$ cat src/rtl/serial_add_ctrl.sv
// Bit-serial adder: one full-adder cell time-shared over WIDTH clocks, with start/done handshake.
// Optional feature macro: SERIAL_ADD_SUB_EN adds a sub input that turns the operation into a-b.
module serial_add_ctrl #(
    parameter int WIDTH = 8
) (
    input  logic             clk,
    input  logic             reset,
    input  logic             start,
    input  logic [WIDTH-1:0] a,
    input  logic [WIDTH-1:0] b,
    input  logic             cin,
    output logic             ready,
    output logic             busy,
    output logic             done,
    output logic [WIDTH-1:0] sum,
    output logic             cout
`ifdef SERIAL_ADD_SUB_EN
    ,
    input  logic             sub
`endif
);

    localparam int CNT_W = $clog2(WIDTH + 1);
    localparam logic [CNT_W-1:0] CNT_LAST = CNT_W'(WIDTH - 1);

    typedef enum logic [1:0] {
        IDLE,
        SHIFT,
        DONE
    } state_t;

    state_t           state;
    state_t           state_nxt;
    logic [WIDTH-1:0] a_sr;
    logic [WIDTH-1:0] b_sr;
    logic [WIDTH-1:0] res_sr;
    logic [WIDTH-1:0] sum_r;
    logic             carry;
    logic             cout_r;
    logic [CNT_W-1:0] cnt;
    logic             accept;
    logic             last;
    logic             fa_s;
    logic             fa_cout;
    logic [WIDTH-1:0] b_load;
    logic             carry_load;

    // The single full-adder cell shared by every bit position.
    always_comb begin
        fa_s    = a_sr[0] ^ b_sr[0] ^ carry;
        fa_cout = (a_sr[0] & b_sr[0]) | (carry & (a_sr[0] ^ b_sr[0]));
    end

`ifdef SERIAL_ADD_SUB_EN
    // Two's-complement subtract: invert B and force the initial carry.
    assign b_load     = sub ? ~b : b;
    assign carry_load = sub ? 1'b1 : cin;
`else
    assign b_load     = b;
    assign carry_load = cin;
`endif

    always_ff @(posedge clk or posedge reset) begin
        if (reset) begin
            state <= IDLE;
        end else begin
            state <= state_nxt;
        end
    end

    always_comb begin
        state_nxt = state;
        ready     = 1'b0;
        busy      = 1'b0;
        done      = 1'b0;
        accept    = 1'b0;
        last      = 1'b0;
        case (state)
            IDLE: begin
                ready = 1'b1;
                if (start) begin
                    accept    = 1'b1;
                    state_nxt = SHIFT;
                end
            end
            SHIFT: begin
                busy = 1'b1;
                if (cnt == CNT_LAST) begin
                    last      = 1'b1;
                    state_nxt = DONE;
                end
            end
            DONE: begin
                done      = 1'b1;
                state_nxt = IDLE;
            end
            default: state_nxt = IDLE;
        endcase
    end

    // Result is captured on the final shift so sum/cout stay stable while the next operation runs.
    always_ff @(posedge clk or posedge reset) begin
        if (reset) begin
            a_sr   <= '0;
            b_sr   <= '0;
            res_sr <= '0;
            sum_r  <= '0;
            carry  <= 1'b0;
            cout_r <= 1'b0;
            cnt    <= '0;
        end else if (accept) begin
            a_sr  <= a;
            b_sr  <= b_load;
            carry <= carry_load;
            cnt   <= '0;
        end else if (busy) begin
            a_sr   <= a_sr >> 1;
            b_sr   <= b_sr >> 1;
            res_sr <= {fa_s, res_sr[WIDTH-1:1]};
            carry  <= fa_cout;
            if (last) begin
                cnt    <= '0;
                sum_r  <= {fa_s, res_sr[WIDTH-1:1]};
                cout_r <= fa_cout;
            end else begin
                cnt <= cnt + 1'b1;
            end
        end
    end

    assign sum  = sum_r;
    assign cout = cout_r;

endmodule

$ cat config.mk
export PLATFORM = sky130hd
export DESIGN_NAME = serial_add_ctrl
export DESIGN_NICKNAME = d
export VERILOG_FILES = /design/src/rtl/serial_add_ctrl.sv
export SDC_FILE = /design/constraint.sdc
export NUM_CORES = 1
export LEC_CHECK = 0
export CORE_MARGIN = 1.5
export CORE_UTILIZATION = 45
export CTS_BUF_LIST = sky130_fd_sc_hd__clkbuf_2
export CTS_CLUSTER_SIZE = 14
export DETAILED_ROUTE_END_ITERATION = 10
export PLACE_DENSITY = 0.67
export SYNTH_ARGS = -nofsm -noshare
export SYNTH_HDL_FRONTEND = slang
export SYNTH_SLANG_ARGS = --single-unit
$ cat constraint.sdc
create_clock -name clk -period 1.7 [get_ports clk]
set_input_delay 0.34 -clock clk [delete_from_list [all_inputs] [get_ports clk]]
set_output_delay 0.34 -clock clk [all_outputs]
set_load 0.02 [all_outputs]
==> results.py <==
metrics = {
    "routing": {
        "post-route-drc-count": 0,
        "ant_nets": 0,
        "vias_per_cell": 5.28,
        "initialDrtViolationCount": 149,
        "wl_per_cell_um": 13.9,
        "vias": 1293,
        "dr.pass1.iters": 4,
        "wirelength_mm": 3.42,
    },
    "sta": {
        "post-route-min-period_ps": 1630,
        "slew_headroom_pct": 84.9,
        "worst_slew_pin_slew_ps": 227,
        "clock_skew_ps": 11.9,
        "slew_viol_final": 0,
        "fmax_ghz": 0.613,
        "hold_viol": 0,
        "finalCritPeriodShare_pct": 96.0,
        "fin_ws_ps": 67.8,
        "setup_viol": 0,
    },
    "hold_path": {
        "hp-class": "input port to asynchronous set/reset pin",
    },
    "floorplanning": {
        "coreArea_mm2": 0.00344,
        "rows": 21,
        "start_util_pct": 48.1,
        "die_h_um": 63.7,
        "ios": 32,
        "die_w_um": 63.7,
        "dieArea_mm2": 0.00405,
    },
    "critical_path": {
        "reg2reg_from": "cnt[0]",
        "cp_data_required_time_ps": 1360,
        "path_max_fanout": 5,
        "rr_endpoint": "sum[5]",
        "crit_type": "flop to output port",
        "crit_start": "state[1]",
        "cp-end-kind": "output port",
        "worstRegToRegCells": 5,
        "worstSetupEndpoint": "done",
        "cp.arrival_ps": 1290,
        "rrSetupSlack_ps": 100,
        "cp-start-kind": "flop",
    },
    "power": {
        "power.static_leakage_nw": 1.02,
        "ir_worst_vdd_v": 0.000740,
        "power_density_mw_per_mm2": 1680,
    },
    "layout": {
        "nFillCells": 294,
        "antenna_cells": 0,
        "finalNonFillerCells": 245,
        "fin_area_mm2": 0.00215,
        "drive_above_1_share_pct": 18.1,
        "layout.nets": 221,
        "multiInputGateArea_um2": 642,
        "area_delta_synth_final_pct": 29.8,
        "seq_area_um2": 977,
    },
    "clock_network": {
        "clkLatencyLatePin_ps": 380,
        "clk_path_buf_depth": 2,
        "postCtsHoldBufs": 0,
        "cts_tree": "yes",
        "clk_pin_slew_ps": 190,
        "cts_sinks": 39,
        "htreeDepth": 2,
        "cts_root_buf": "clkbuf_2",
        "cts_buffers": 5,
    },
    "placement": {
        "port_buffers": 31,
        "routabilityCongestion": 0.710,
        "dpl_worst_slack_ps": 62.5,
        "dp_hpwl_mm": 2.49,
        "dpl.cell_count": 236,
        "placed_cell_area_mm2": 0.00211,
    },
    "grt": {
        "grt_first_pass_wirelength_mm": 6.01,
        "grt_max_degree": 40,
        "globalRouteOverflowTotal": 0,
        "antenna_found_initial": 0,
        "grt_pass1_vias": 1325,
        "grt_usage_pct": 19.4,
    },
    "logic_synthesis": {
        "synth_top_family_by_area": "compound AO/OA/AOI/OAI gates",
        "yosysMostFrequentCell": "nand2_1",
        "synth_seq_cells": 39,
        "synth_compound_area_share_pct": 14.7,
        "syn_nets": 177,
        "syn_inst": 155,
        "synth_edf_count": 0,
        "synth-async-reset-ratio_pct": 100,
        "synth_largest_area_cell": "dfrtp_1",
        "synth.avg_cell_area_um2": 10.7,
        "synth_adder_area_share_pct": 1.96,
        "synth_top_flop_cell": "dfrtp_1",
        "yosys_warnings": 0,
        "yosysSeqAreaShare_pct": 58.9,
        "post_synth_and_or_nand_nor_area_fraction_pct": 14.7,
        "synth.mux.area_fraction_pct": 6.80,
        "syn_area_mm2": 0.00166,
        "synth_top_area_share_pct": 58.9,
        "yosysUniqueCellTypes": 25,
        "yosys-top-cells-area": "dfrtp_1 59%, nand2_1 9.3%, a22oi_1 5.9%",
        "synthTopCellsByCount": "41 x nand2_1, 39 x dfrtp_1, 16 x o21ai_0",
        "synth-xor-area-share_pct": 0,
    },
    "run": {
        "cap_violations": 0,
    },
    "run_status": {
        "status": "finished clean",
    },
}
[stage by stage]
step | util, % | TNS (ps) | hold slack (ps) | total power, W
5_1_grt | 62.5 | -35.3 | 268 | 0.00392
4_1_cts | 61.9 | 0 | 262 | 0.00359
3_3_place_gp | 61.3 | 0 | 465 | 0.00325
3_5_place_dp | 61.3 | 0 | 470 | 0.00331
6_report | 62.5 | 0 | 295 | 0.00360
2_1_floorplan | - | 0 | 442 | 0.00257
[area by class of cell]
| cell class | count | share of cell area [%] |
|---|---|---|
| sequential | 39 | 45.5 |
| multi-input combinational | 104 | 29.9 |
| timing repair buffer | 46 | 19.9 |
| tap | 46 | 2.68 |
| clock buffer | 5 | 1.16 |
| inverter | 3 | 0.524 |
| clock inverter | 2 | 0.407 |
[layout by cell type (no fill, tap or decap), types with 2 or more instances in the layout]
cell,synthesis,final
nor2_1,3,2
a22o_1,2,2
inv_1,2,2
clkdlybuf4s50_1,0,19
clkbuf_2,0,5
buf_4,0,13
nand3_1,3,3
clkinv_1,1,2
dlygate4sd2_1,0,9
buf_12,0,2
a21oi_1,3,3
and3b_1,2,2
nand2_1,41,41
dfrtp_1,39,38
mux2_2,7,7
o21ai_0,16,16
a22oi_1,13,13
mux2_1,3,3
buf_2,3,2
[registers in the layout, indices dropped and copies added, names as in the netlist]
name and count:
carry 1, state 2, cnt 4, b_sr 8, cout 1, res_sr 7, sum 8, a_sr 8
[cell families (layout without fill, tap and decap cells)]
family | Yosys count | after routing
DFF | 39 | 39
adders and majority gates | 2 | 2
and+or+nand+nor | 54 | 54
buffers and inverters | 12 | 56
muxes | 10 | 10
AOI/OAI and AO/OA | 38 | 38
[routing by layer]
metal	GRT usage, %	part of all wire [%]
met4	5.71	1.2
met3	6.25	5.2
met5	0	0
met2	32.2	51
met1	24.2	43
[worst max-delay path, stage by stage, from the launching register on]
cell             delay (ps)
dfrtp_1                 460
nor2b_2                 190
clkdlybuf4s15_2         270
[power by group]
part	internal (W)	switching [W]	leakage [nW]
Combinational	0.000780	0.000860	0.487
Clock	0.0000870	0.000283	0.0262
Sequential	0.00131	0.000279	0.505
Total	0.00218	0.00142	1.02
[worst min path at each step]
stage,from,cells after the start,to
finish,reset,3,sum[1]
global route,reset,3,res_sr[1]
CTS,reset,3,sum[2]
detailed placement,a_sr[3],2,a_sr[3]
global placement,a_sr[3],2,a_sr[3]
floorplan,res_sr[1],2,res_sr[1]
[timing repair]
item                                    4_1_cts  5_1_grt
buffers inserted                              0        2
endpoints found under the setup margin       12        6
gates resized for setup                      20        4
pin swaps                                     0        1
cloned                                        0        0
Power figures use the tool's default switching activity.
